`src/rtl/lcs_frame_serializer.sv`:
```
// Frame serializer for the LCS answer stage: walks word addresses, handshakes
// req/ack with the answer stage and shifts each returned byte out UART-style.
module lcs_frame_serializer #(
   parameter int FRAME_LEN   = 256,
   parameter int CLK_DIV     = 16,
   parameter int ACK_TIMEOUT = 1023
) (
   input  logic       clk,
   input  logic       rst,
   input  logic       start,
   output logic       edge_tx,
   output logic [8:0] addr_lcs,
   output logic       req,
   input  logic       ack,
   input  logic [7:0] data_in,
   output logic       txd,
   output logic       busy,
   output logic       frame_done,
   output logic       timeout_err
);

   localparam int DivW = $clog2(CLK_DIV);
   localparam int ToW  = $clog2(ACK_TIMEOUT + 1);
   localparam logic [DivW-1:0] DivLast  = DivW'(CLK_DIV - 1);
   localparam logic [DivW-1:0] DivHalf  = DivW'(CLK_DIV / 2);
   localparam logic [ToW-1:0]  ToLast   = ToW'(ACK_TIMEOUT - 1);
   localparam logic [8:0]      AddrLast = 9'(FRAME_LEN - 1);

   typedef enum logic [2:0] {IDLE, ISSUE, WAIT_ACK, WAIT_REL, SEND, NEXT} stateT;

   stateT          state, stateNext;
   logic [DivW-1:0] divCnt;
   logic           tick;
   logic           ackMeta, ackS;
   logic [ToW-1:0] toCnt, toNext;
   logic [7:0]     shiftReg, shiftNext;
   logic [3:0]     bitCnt, bitNext;
   logic           sending, sendingNext;
   logic [8:0]     addrNext;
   logic           reqNext, txdNext, busyNext, doneNext, errNext;

   assign tick = (divCnt == DivLast);

   // Free-running bit-rate divider; also the clock the answer stage runs on.
   always_ff @(posedge clk or negedge rst) begin
      if (!rst) begin
         divCnt  <= '0;
         edge_tx <= 1'b0;
         ackMeta <= 1'b0;
         ackS    <= 1'b0;
      end else begin
         divCnt  <= tick ? '0 : divCnt + 1'b1;
         edge_tx <= (divCnt >= DivHalf);
         ackMeta <= ack;
         ackS    <= ackMeta;
      end
   end

   always_ff @(posedge clk or negedge rst) begin
      if (!rst) begin
         state       <= IDLE;
         addr_lcs    <= '0;
         req         <= 1'b0;
         txd         <= 1'b1;
         busy        <= 1'b0;
         frame_done  <= 1'b0;
         timeout_err <= 1'b0;
         toCnt       <= '0;
         shiftReg    <= '0;
         bitCnt      <= '0;
         sending     <= 1'b0;
      end else begin
         state       <= stateNext;
         addr_lcs    <= addrNext;
         req         <= reqNext;
         txd         <= txdNext;
         busy        <= busyNext;
         frame_done  <= doneNext;
         timeout_err <= errNext;
         toCnt       <= toNext;
         shiftReg    <= shiftNext;
         bitCnt      <= bitNext;
         sending     <= sendingNext;
      end
   end

   // Shift register refills with ones so the stop bit falls out naturally.
   always_comb begin
      stateNext   = state;
      addrNext    = addr_lcs;
      reqNext     = req;
      txdNext     = txd;
      busyNext    = busy;
      doneNext    = 1'b0;
      errNext     = timeout_err;
      toNext      = toCnt;
      shiftNext   = shiftReg;
      bitNext     = bitCnt;
      sendingNext = sending;
      case (state)
         IDLE: begin
            if (start && !frame_done) begin
               addrNext  = '0;
               busyNext  = 1'b1;
               errNext   = 1'b0;
               stateNext = ISSUE;
            end
         end
         ISSUE: begin
            if (!ackS) begin
               reqNext   = 1'b1;
               toNext    = '0;
               stateNext = WAIT_ACK;
            end
         end
         WAIT_ACK: begin
            if (ackS) begin
               toNext    = '0;
               stateNext = WAIT_REL;
            end else if (toCnt == ToLast) begin
               reqNext     = 1'b0;
               errNext     = 1'b1;
               shiftNext   = 8'hFF;
               sendingNext = 1'b0;
               stateNext   = SEND;
            end else begin
               toNext = toCnt + 1'b1;
            end
         end
         WAIT_REL: begin
            if (!ackS) begin
               shiftNext   = data_in;
               reqNext     = 1'b0;
               sendingNext = 1'b0;
               stateNext   = SEND;
            end else if (toCnt == ToLast) begin
               reqNext     = 1'b0;
               errNext     = 1'b1;
               shiftNext   = 8'hFF;
               sendingNext = 1'b0;
               stateNext   = SEND;
            end else begin
               toNext = toCnt + 1'b1;
            end
         end
         SEND: begin
            if (tick) begin
               if (!sending) begin
                  txdNext     = 1'b0;
                  bitNext     = '0;
                  sendingNext = 1'b1;
               end else if (bitCnt == 4'd9) begin
                  sendingNext = 1'b0;
                  stateNext   = NEXT;
               end else begin
                  txdNext   = shiftReg[0];
                  shiftNext = {1'b1, shiftReg[7:1]};
                  bitNext   = bitCnt + 1'b1;
               end
            end
         end
         NEXT: begin
            if (addr_lcs == AddrLast) begin
               doneNext  = 1'b1;
               busyNext  = 1'b0;
               addrNext  = '0;
               stateNext = IDLE;
            end else begin
               addrNext  = addr_lcs + 1'b1;
               stateNext = ISSUE;
            end
         end
         default: stateNext = IDLE;
      endcase
   end

endmodule
```
`config.mk`:
```
export PLATFORM = sky130hd
export DESIGN_NAME = lcs_frame_serializer
export DESIGN_NICKNAME = d
export VERILOG_FILES = /design/src/rtl/lcs_frame_serializer.sv
export SDC_FILE = /design/constraint.sdc
export NUM_CORES = 1
export LEC_CHECK = 0
export ABC_CLOCK_PERIOD_IN_PS = 2200
export CORE_MARGIN = 2
export CORE_UTILIZATION = 50
export DETAILED_ROUTE_END_ITERATION = 7
export GPL_TIMING_DRIVEN = 0
export PLACE_DENSITY = 0.72
export SYNTH_ARGS = -nofsm -noshare
export SYNTH_HDL_FRONTEND = slang
export SYNTH_SLANG_ARGS = --single-unit
```
`constraint.sdc`:
```
create_clock -name clk -period 2.2 [get_ports clk]
set_input_delay 0.22 -clock clk [delete_from_list [all_inputs] [get_ports clk]]
set_output_delay 0.22 -clock clk [all_outputs]
set_load 0.1 [all_outputs]
```
# Word-level counts from Yosys, hierarchy flattened

Cells that the tools add are included.

Output and inout bits: 15
Flip-flop bits (word level): 47
Input bits: 12
Word-level logic and storage cells: 107

Order comparisons: 1
Muxes and demuxes: 52
Reductions and logical operators: 16
$add $sub $neg: 4
Eq/ne operators: 19

Operators with widths:

| cell                                                            | number |
|---|---|
| 8-bit two-way mux                                               | 6 |
| 10-bit two-way mux                                              | 4 |
| 10-bit one-hot mux with 3 select lines                          | 1 |
| 3-bit two-way mux                                               | 8 |
| 8-bit one-hot mux with 3 select lines                           | 1 |
| 1-bit two-way mux                                               | 21 |
| 2-bit != test, second input constant                            | 10 |
| 9-bit two-way mux                                               | 2 |
| 3-bit one-hot mux with 6 select lines                           | 1 |
| 9-bit one-hot mux with 2 select lines                           | 1 |
| 3-bit AND reduction                                             | 5 |
| 4-bit two-way mux                                               | 3 |
| 10-bit by 1-bit adder with 10-bit output, second input constant | 1 |
| 10-bit == test, second input constant                           | 1 |
| 5-bit AND reduction                                             | 2 |
| 9-bit by 1-bit adder with 9-bit output, second input constant   | 1 |
| 9-bit by 8-bit == test with 1-bit output, second input constant | 1 |
| 1-bit one-hot mux with 3 select lines                           | 3 |
| 3-bit nonzero test                                              | 3 |
| 4-bit by 1-bit adder with 4-bit output, second input constant   | 2 |
| 4-bit == test, second input constant                            | 2 |
| 3-bit by 2-bit == test with 1-bit output, second input constant | 2 |
| 3-bit == test, second input constant                            | 2 |
| 4-bit greater-or-equal comparator, second input constant        | 1 |
| 8 further kinds                                                 | 8 |

# Logic depth before layout (Yosys ltp)

Gate-level depths: netlist of run 1.

Word-level depth: 5
Gate-level depth with buffers: 7

# Least setup slack after synthesis of run 1

No wires, ideal clock.

Path type: register to register
Start point: register addr_lcs[1]
End point: register addr_lcs[3]
Stages on the path, launching flop included: 6
Data arrival time: 2.093 ns
Slack: -0.016 ns
Clock period less this slack: 2.216 ns
Path through: dfrtp_1 -> ha_1 -> nand4b_1 -> o21a_1 -> a21o_1 -> a22o_1

Cells in the longest elaborated chain, start to end: 3
Elaborated cells on any way between the ends: 4
Classes of those cells: add/sub: 1; eq/ne: 1; mux: 2

RTL lines:

| what                                                                                               | line     | text |
|---|---|---|
| start, declared                                                                                    | 12       | `output logic [8:0] addr_lcs,` |
| start signal, assigned                                                                             | 74       | `addr_lcs <= addrNext;` |
| 9-bit by 1-bit adder with 9-bit output or 9-bit by 8-bit == test with 1-bit output (tied branches) | 169, 163 |  |
| 9-bit two-way mux *                                                                                | 163      | `if (addr_lcs == AddrLast) begin` |
| 9-bit one-hot mux with 2 select lines *                                                            | 100      | `case (state)` |

Mark *: on every way between the ends. The rest lies on a longest branch, timed or not.
A chain may end at the register's enable or synchronous reset.

# Worst setup path in the final report of run 1

Start point: register addr_lcs[6]
End point: output addr_lcs[6]

No word-level cell between the ends.

==> results of run 1 <==
## sequential cells by signal (all words and copies together) (netlist names)
register,count
req,1
addr_lcs,9
sending,1
frame_done,1
timeout_err,1
toCnt,10
ackS,1
bitCnt,4
state,3
shiftReg,8
busy,1
txd,1
edge_tx,1
divCnt,4
ackMeta,1
## power groups by stage
stage | clock network, mW | logic [mW] | registers [mW]
final | 0.581 | 1.25 | 1.12
after global routing | 0.627 | 1.36 | 1.14
after CTS | 0.604 | 1.25 | 1.12
after detailed placement | 0 | 1.24 | 1.13
after global placement | 0 | 1.22 | 1.13
after floorplan | 0 | 0.707 | 1.35
## kinds of logic (layout without fill, tap and decap cells)
group	after synthesis	after routing
multiplexers	3	3
XOR/XNOR	3	3
AO/OA/AOI/OAI	80	80
adder cells (fa/ha/maj)	7	7
buffers and inverters	22	58
flip-flops	47	47
AND/OR/NAND/NOR	88	88
## layout by cell type (no fill, tap or decap), drive strengths merged, types with 2 or more instances in the layout
master	netlist	final
inv	10	10
nand4b	2	2
mux2	2	2
nand4	6	6
or4	6	6
o22a	2	2
clkdlybuf4s50	0	21
nand3	12	12
dfrtp	46	46
o21a	2	2
a21o	2	2
or3	4	4
buf	7	9
clkbuf	5	12
o31ai	6	6
dlymetal6s2s	0	4
a22oi	15	15
xor2	2	2
a22o	3	3
nand2	22	22
ha	7	7
nor2b	3	3
nand2b	2	2
o21ai	19	19
nand3b	6	6
nor3b	4	4
a31oi	4	4
nor3	6	6
a2bb2oi	7	7
a21oi	11	11
nor2	7	7
a21boi	2	2
## routing by layer
metal  share of wire  vias to the layer above
li1                -                     1016
met2            0.49                       29
met1            0.47                     1005
met5               0                        -
met4           0.012                        0
met3           0.031                        6
## through the flow
stage | TNS, ns | util | setup WS (ns) | total power [mW]
after floorplan | 0 | - | 0.232 | 2.06
after global placement | -21.30 | 0.578 | -0.632 | 2.35
after detailed placement | 0 | 0.581 | 0.344 | 2.38
after CTS | 0 | 0.604 | 0.00738 | 2.97
after global routing | 0 | 0.606 | 0.0200 | 3.13
final | 0 | 0.606 | 0.0848 | 2.95
## worst paths after layout
path | startpoint | cells past startpoint | to
setup reg to reg | toCnt[0]$_DFFE_PN0P_ | 7 | req$_DFFE_PN0P_
hold reg to reg | ackMeta$_DFF_PN0_ | 0 | ackS$_DFF_PN0_
max in group asynchronous | rst | 3 | addr_lcs[0]$_DFFE_PN0P_
hold / removal | ack | 1 | ackMeta$_DFF_PN0_
min in group asynchronous | rst | 2 | divCnt[2]$_DFF_PN0_
setup / recovery | addr_lcs[6]$_DFFE_PN0P_ | 1 | addr_lcs[6]
## cell type report
cell class | count | area [um2]
repair buffers | 28 | 295
well taps | 70 | 87.6
multi-input cells | 181 | 1280
flip-flops and latches | 47 | 1180
clock buffers | 7 | 96.3
fillers | 444 | 1990
inverters | 10 | 37.5
plain buffers | 12 | 66.3
clock inverters | 1 | 7.51
## what timing repair did
item,CTS,global route
hold endpoints to repair,15,0
endpoints found under the setup margin,0,4
hold buffers,1,0
resized for setup,0,4
==> impl_metrics.py, run 1 <==
metrics = {
    "clock_network": {
        "cts.sinks": 47,
        "clk_pin_slew_ns": 0.09,
        "root_buffer": "clkbuf_8",
        "htree_levels": 2,
        "cts_buffers": 5,
        "cts_tree": "yes",
        "clock_latency_ns": 0.30,
        "cts_setup_buffers": 0,
        "clk_path_buf_depth": 2,
    },
    "synthesis": {
        "yosysUniqueCellTypes": 60,
        "async_reset_ff_frac": 1.00,
        "yosysTopAreaCellShare": 0.449,
        "synth_common_cells": "dfrtp_1 (46), nand2_1 (21), a22oi_1 (15), a21oi_1 (11), nand3_1 (11)",
        "synth_area_leaders": "dfrtp_1 (45%), a22oi_1 (4.4%), a2bb2oi_2 (3.5%), ha_1 (3.4%), nand2_1 (3.1%)",
        "synthSimpleGateAreaFrac": 0.211,
        "avgSynthCellArea_um2": 10.3,
        "yosys_warnings": 0,
        "synth_nets": 269,
        "ys_seq_elements": 47,
        "ys_seq_area_frac": 0.459,
        "synth_compound_area_frac": 0.232,
        "synth_top_flop_cell": "dfrtp_1",
        "muxShareOfSynthArea": 0.0127,
        "synth_top_area_cell": "dfrtp_1",
        "synth_top_family_by_area": "compound AO/OA/AOI/OAI gates",
        "synthXorXnorAreaFrac": 0.0102,
        "synthAdderAreaFrac": 0.0341,
        "synth_edf_count": 0,
        "syn_inst": 250,
        "synth.most_common_cell": "dfrtp_1",
        "synth_area_um2": 2560,
    },
    "floorplanning": {
        "die_x_um": 75.6,
        "fp.dieH_um": 75.6,
        "rows": 26,
        "die-area_um2": 5720,
        "start_util": 0.509,
        "coreArea_um2": 5040,
        "ioPinCount": 27,
    },
    "detailed_routing": {
        "drt_iter0_drc": 54,
        "wl_per_cell_um": 14.9,
        "ant_nets": 0,
        "viasPerCell": 5.78,
        "first_pass_iters": 4,
        "totalWireLength_mm": 5.29,
        "vias": 2056,
        "drc": 0,
    },
    "setup_path": {
        "arrival_ns": 1.90,
        "critPathMaxFanout": 6,
        "start_kind": "register",
        "worstPathCellList": "clkdlybuf4s50_1",
        "r2r_slack_ns": 0.30,
        "path_delay_family": "buffers and inverters",
        "cpMaxStageDelayCell": "clkdlybuf4s50_1",
        "worstSetupPathType": "reg2out",
        "cp_num_buf_inv": 1,
        "cpPeakStageDelay_ns": 1.16,
        "critPathRequiredTime_ns": 1.98,
        "crit_path_end_kind": "output port",
    },
    "global_routing": {
        "grt_usage": 0.207,
        "grt_busiest_layer": "met2",
        "grt_max_degree": 32,
        "met2_usage": 0.345,
        "gr-total-overflow": 0,
        "antenna_found_initial": 0,
        "grtUsageMet1": 0.276,
        "grt_pass1_vias": 1952,
        "grt_pass1_wl_mm": 9.06,
        "use_met3": 0.0437,
    },
    "timing": {
        "tightest_slew_ns": 0.973,
        "min_period_over_period": 0.961,
        "hold_viol": 0,
        "finalSetupViolCount": 0,
        "rsz0062_at_grt": "no",
        "skew_ns": 0.00455,
        "fmaxAchievable_mhz": 473,
        "whs_ns": 0.349,
        "maxSlewViolCount": 0,
        "relSlewSlack": 0.350,
        "min_period_ns": 2.12,
    },
    "cells_and_area": {
        "drive_above_1_share": 0.136,
        "syn2layout_area_growth_pct": 19.1,
        "fin_cells": 356,
        "stdcell_area_um2": 3050,
        "nets": 304,
        "antennaDiodeCount": 0,
    },
    "flow_run": {
        "maxCapViolations": 0,
    },
    "placed_design": {
        "portBuffers": 26,
        "dpl-instance-area_um2": 2930,
        "place_hpwl_mm": 3.64,
        "place_inst": 347,
        "routabilityCongestion": 0.819,
    },
    "power_and_ir_drop": {
        "ir_drop_v": 0.00114,
        "intPower_mw": 1.71,
        "p_leak_nw": 1.31,
        "seq_power_share": 0.380,
        "pwr-share-clk": 0.197,
        "sw_frac_of_total": 0.419,
        "pwr-share-comb": 0.423,
        "p_switching_mw": 1.24,
        "p_per_area_nw_per_um2": 965,
    },
    "status": {
        "status": "finished, final reports clean",
    },
    "worst_hold_path": {
        "hp-class": "in2reg",
    },
}
(Power assumes the default switching activity.)
==> inputs of run 2 (changes only) <==
==> config.mk (replaced) <==
export PLATFORM = sky130hd
export DESIGN_NAME = lcs_frame_serializer
export DESIGN_NICKNAME = d
export VERILOG_FILES = /design/src/rtl/lcs_frame_serializer.sv
export SDC_FILE = /design/constraint.sdc
export NUM_CORES = 1
export LEC_CHECK = 0
export ABC_CLOCK_PERIOD_IN_PS = 2100
export CELL_PAD_IN_SITES_DETAIL_PLACEMENT = 1
export CELL_PAD_IN_SITES_GLOBAL_PLACEMENT = 1
export CORE_MARGIN = 2
export CORE_UTILIZATION = 44
export DETAILED_ROUTE_END_ITERATION = 7
export GPL_TIMING_DRIVEN = 0
export PLACE_DENSITY_LB_ADDON = 0.1
export SYNTH_ARGS = -nofsm -noshare
export SYNTH_HDL_FRONTEND = slang
export SYNTH_SLANG_ARGS = --single-unit
==> constraint.sdc (replaced) <==
create_clock -name clk -period 2.1 [get_ports clk]
set_input_delay 0.21 -clock clk [delete_from_list [all_inputs] [get_ports clk]]
set_output_delay 0.21 -clock clk [all_outputs]
set_load 0.1 [all_outputs]
==> impl_metrics.py, run 2 (synthesis results as in run 1) <==
metrics = {
    "placed_design": {
        "place_inst": 349,
        "routabilityCongestion": 0.775,
        "portBuffers": 26,
        "pre_cts_ws_ns": 0.172,
        "place_hpwl_mm": 4.31,
    },
    "global_routing": {
        "gr-total-overflow": 0,
        "grt_max_degree": 37,
        "antenna_found_initial": 0,
        "grt_usage": 0.200,
        "grt_pass1_vias": 2118,
        "grt_pass1_wl_mm": 10.1,
    },
    "setup_path": {
        "reg2reg_to": "shiftReg[4]$_DFFE_PN0P_",
        "arrival_ns": 1.82,
        "timing.rr.start": "divCnt[0]$_DFF_PN0_",
        "path_delay_family": "buffers and inverters",
        "cpMaxStageDelayCell": "clkdlybuf4s50_1",
        "r2r_slack_ns": 0.12,
        "rr_worst_depth": 6,
        "startpoint": "addr_lcs[8]$_DFFE_PN0P_",
        "cp.depth": 1,
        "critPathRequiredTime_ns": 1.89,
        "critPathMaxFanout": 3,
        "worstPathCellList": "clkdlybuf4s50_1",
        "crit_path_end_kind": "output port",
        "cp_num_buf_inv": 1,
        "endpoint": "addr_lcs[8]",
        "cpPeakStageDelay_ns": 1.14,
        "start_kind": "register",
        "worstSetupPathType": "reg2out",
    },
    "timing": {
        "tightest_slew_ns": 0.970,
        "rsz0062_at_grt": "no",
        "finalWorstSetupSlack_ns": 0.0722,
        "relSlewSlack": 0.352,
        "maxSlewViolCount": 0,
        "finalSetupViolCount": 0,
        "whs_ns": 0.318,
        "fmaxAchievable_mhz": 493,
        "min_period_over_period": 0.966,
        "min_period_ns": 2.03,
        "skew_ns": 0.00983,
        "finalSetupTns_ns": 0,
        "hold_viol": 0,
    },
    "clock_network": {
        "clk_path_buf_depth": 2,
        "clock_latency_ns": 0.30,
        "root_buffer": "clkbuf_8",
        "cts_buffers": 5,
        "htree_levels": 2,
        "cts_tree": "yes",
        "cts.sinks": 47,
        "clk_pin_slew_ns": 0.09,
        "cts_setup_buffers": 0,
    },
    "power_and_ir_drop": {
        "ir_drop_v": 0.000725,
        "p_leak_nw": 1.32,
        "p_per_area_nw_per_um2": 1010,
    },
    "detailed_routing": {
        "totalWireLength_mm": 5.94,
        "ant_nets": 0,
        "viasPerCell": 5.83,
        "vias": 2087,
        "first_pass_iters": 4,
        "drt_iter0_drc": 27,
        "drc": 0,
        "wl_per_cell_um": 16.6,
    },
    "cells_and_area": {
        "antennaDiodeCount": 0,
        "final_cell_mix": "dfrtp_1 (44), nand2_1 (21), a22oi_1 (15), clkdlybuf4s50_1 (15)",
        "nets": 304,
        "largest_reg_flops": 10,
        "fin_cells": 358,
        "post-route-util": 0.545,
        "regMostFlops": "toCnt",
        "drive_above_1_share": 0.133,
        "final_common_cell": "dfrtp_1",
        "reg_top3": "toCnt x10, addr_lcs x9, shiftReg x8",
        "fill_cells": 633,
        "syn2layout_area_growth_pct": 18.4,
    },
    "floorplanning": {
        "die-area_um2": 6460,
        "rows": 27,
        "coreArea_um2": 5570,
        "start_util": 0.460,
        "ioPinCount": 27,
        "fp.dieH_um": 80.4,
        "die_x_um": 80.4,
    },
    "flow_run": {
        "maxCapViolations": 0,
    },
    "worst_hold_path": {
        "hp-class": "in2async",
    },
    "status": {
        "status": "finished, final reports clean",
    },
}
-- run 2: cell types whose count changed in the layout (fill, tap and decap cells not counted) --
cell             previous run  this run
clkinv_2                    0         1
clkdlybuf4s50_1            21        15
clkbuf_1                    4         5
dlygate4sd2_1               0         6
clkbuf_8                    7         6
clkinvlp_4                  1         0
-- run 2: worst min path at each step --
stage	end	slack (ns)	cells past startpoint
2_1_floorplan	ackMeta$_DFF_PN0_	-0.09	0
6_report	bitCnt[0]$_DFFE_PN0P_	0.32	2
3_3_place_gp	ackS$_DFF_PN0_	0.33	0
3_5_place_dp	bitCnt[0]$_DFFE_PN0P_	0.12	1
5_1_grt	ackMeta$_DFF_PN0_	0.34	1
4_1_cts	bitCnt[0]$_DFFE_PN0P_	0.33	2
-- run 2: cell type report --
cell class	count	area, um2	share of cell area
buffer	12	66.3	0.0218
clock buffer	7	86.3	0.0284
clock inverter	1	5.00	0.00165
inverter	10	37.5	0.0124
multi-input combinational	181	1280	0.423
sequential	47	1180	0.389
tap	72	90.1	0.0297
timing repair buffer	28	288	0.0948
-- run 2: metal layers --
layer / routed length [um] / up-vias / GRT usage / part of all wire
met1: 2740 / 1043 / 0.259 / 0.46
li1: - / 1014 / - / -
met4: 63 / 0 / 0.0458 / 0.011
met5: 0 / - / 0 / 0
met2: 2970 / 24 / 0.348 / 0.50
met3: 163 / 6 / 0.0371 / 0.027
-- run 2: stage by stage --
step / area (um2) / power [mW]
floorplan: 2570 / 2.16
global placement: 2920 / 2.49
detailed placement: 2930 / 2.52
CTS: 3030 / 3.09
global route: 3040 / 3.26
finish: 3040 / 3.06
-- run 2: power by group --
group          leakage, nW  total, mW  switching [mW]  internal (mW)
combinational        0.652       1.31           0.859          0.446
clock               0.0482      0.576           0.310          0.266
sequential           0.617       1.18           0.134           1.04
total                 1.32       3.06            1.30           1.75
-- run 2: timing repair --
action                     4_1_cts  5_1_grt
hold endpoints to repair        10        0
hold buffers                     1        0
setup endpoints to repair        6        4
resized for setup                6        4
==> RTL change (settings of run 2) <==
Set the parameter `FRAME_LEN` to 128 (it was 256).
--- a/src/rtl/lcs_frame_serializer.sv
+++ b/src/rtl/lcs_frame_serializer.sv
@@ -3,3 +3,3 @@
 module lcs_frame_serializer #(
-   parameter int FRAME_LEN   = 256,
+   parameter int FRAME_LEN   = 128,
    parameter int CLK_DIV     = 16,
Formal check against the unedited RTL: no difference found for any inputs over 10 cycles, from zero or initial values and one cycle with rst low; that may be too few to reach the edited logic, so the function may still have changed.
==> RTL change against run 2 <==
- area after synthesis is 2.2% lower
- highest routed layer unchanged
- worst setup slack worse by 0.026 ns
- cell area is 0.54% lower
- wire length is 2.0% higher
- power is 6.2% higher
- clock skew is 0.0040 ns lower
- cell count is 2.8% higher
- sequential cell count stayed put
- clock power is 23% higher
==> RTL change: results (changes against run 2) <==
** Routing
- DRT Wirelength :: 6060 um (was 5940 um)
- Number of design-rule violations left by the first detailed-router iteration :: 67 (was 27)
- The routed via count was 2113 (was 2087).
- Routed metal-1 wirelength :: 2830 um (was 2740 um)

** Pwr
- The net switching power was 0.00139 W (was 0.00130 W).
- Power Internal :: 0.00186 W (was 0.00175 W)
- Peak supply drop :: 0.667 mV (was 0.725 mV)
- Standby leakage power :: 1.34 nW (was 1.32 nW)
- Power dissipated in sequential cells :: 0.00122 W (was 0.00118 W)

** Worst hold path
- The path type of the worst min-delay path is input port to flop (was input port to asynchronous set/reset pin).

** Global route
- The met2 routing resource usage after global routing was 36.2% (was 34.8%).
- Met1 GRT Util :: 26.6% (was 25.9%)
- Overall global routing resource usage :: 21.1% (was 20.0%)
- The via count of the first global-routing pass came to 2256 (was 2118).
- Wire length of the first global-routing pass :: 10500 um (was 10100 um)

** Logic synthesis
- Xor and xnor area share after synthesis :: 3.09% (was 1.02%)
- Portion of the post-synthesis area used by sequential elements :: 47.0% (was 45.9%)
- Fraction of synthesized cell area taken by the top area cell type :: 45.9% (was 44.9%)
- Adder-cell share of the synthesized area :: 3.49% (was 3.41%)
- Cells taking the most area after synthesis :: dfrtp_1 46%, a22oi_1 4.2%, nand2_1 3.9% (was dfrtp_1 45%, a22oi_1 4.4%, a2bb2oi_2 3.5%)
- The number of distinct library cell variants in the gate-level netlist after synthesis came to 54 (was 60).

** Run status
- Status: completed (unchanged).

** Worst setup path
- Worst-case reg-to-reg path depth :: 7 (was 6)

** STA
- The final setup skew was 0.00580 ns (was 0.00983 ns).
- The relative slew slack is 34.7% (was 35.2%).
-- RTL change: per-stage QoR --
stage | TNS (ns) | instance area, sq um
after floorplan | 0 | 2510
after global placement | -28.54 | 2860
after detailed placement | 0 | 2880
after CTS | 0 | 3000
after global routing | 0 | 3020
final | 0 | 3020
-- RTL change: area by class of cell --
type,instances,area (sq um)
clock inverter,2,35.0
multi-input combinational,192,1240
fill,629,2490
buffer,12,65.1
tap,72,90.1
sequential,47,1180
timing repair buffer,28,292
inverter,9,33.8
clock buffer,6,82.6
-- RTL change: final timing paths --
kind / start / to / slack (ns)
worst max-delay path: req$_DFFE_PN0P_ / req / 0.05
worst min-delay path: ack / ackMeta$_DFF_PN0_ / 0.34
worst max register to register: state[0]$_DFFE_PN0P_ / addr_lcs[7]$_DFFE_PN0P_ / 0.18
worst min register to register: ackMeta$_DFF_PN0_ / ackS$_DFF_PN0_ / 0.37
max in group asynchronous: rst / addr_lcs[6]$_DFFE_PN0P_ / 1.12
min in group asynchronous: rst / edge_tx$_DFF_PN0_ / 0.42
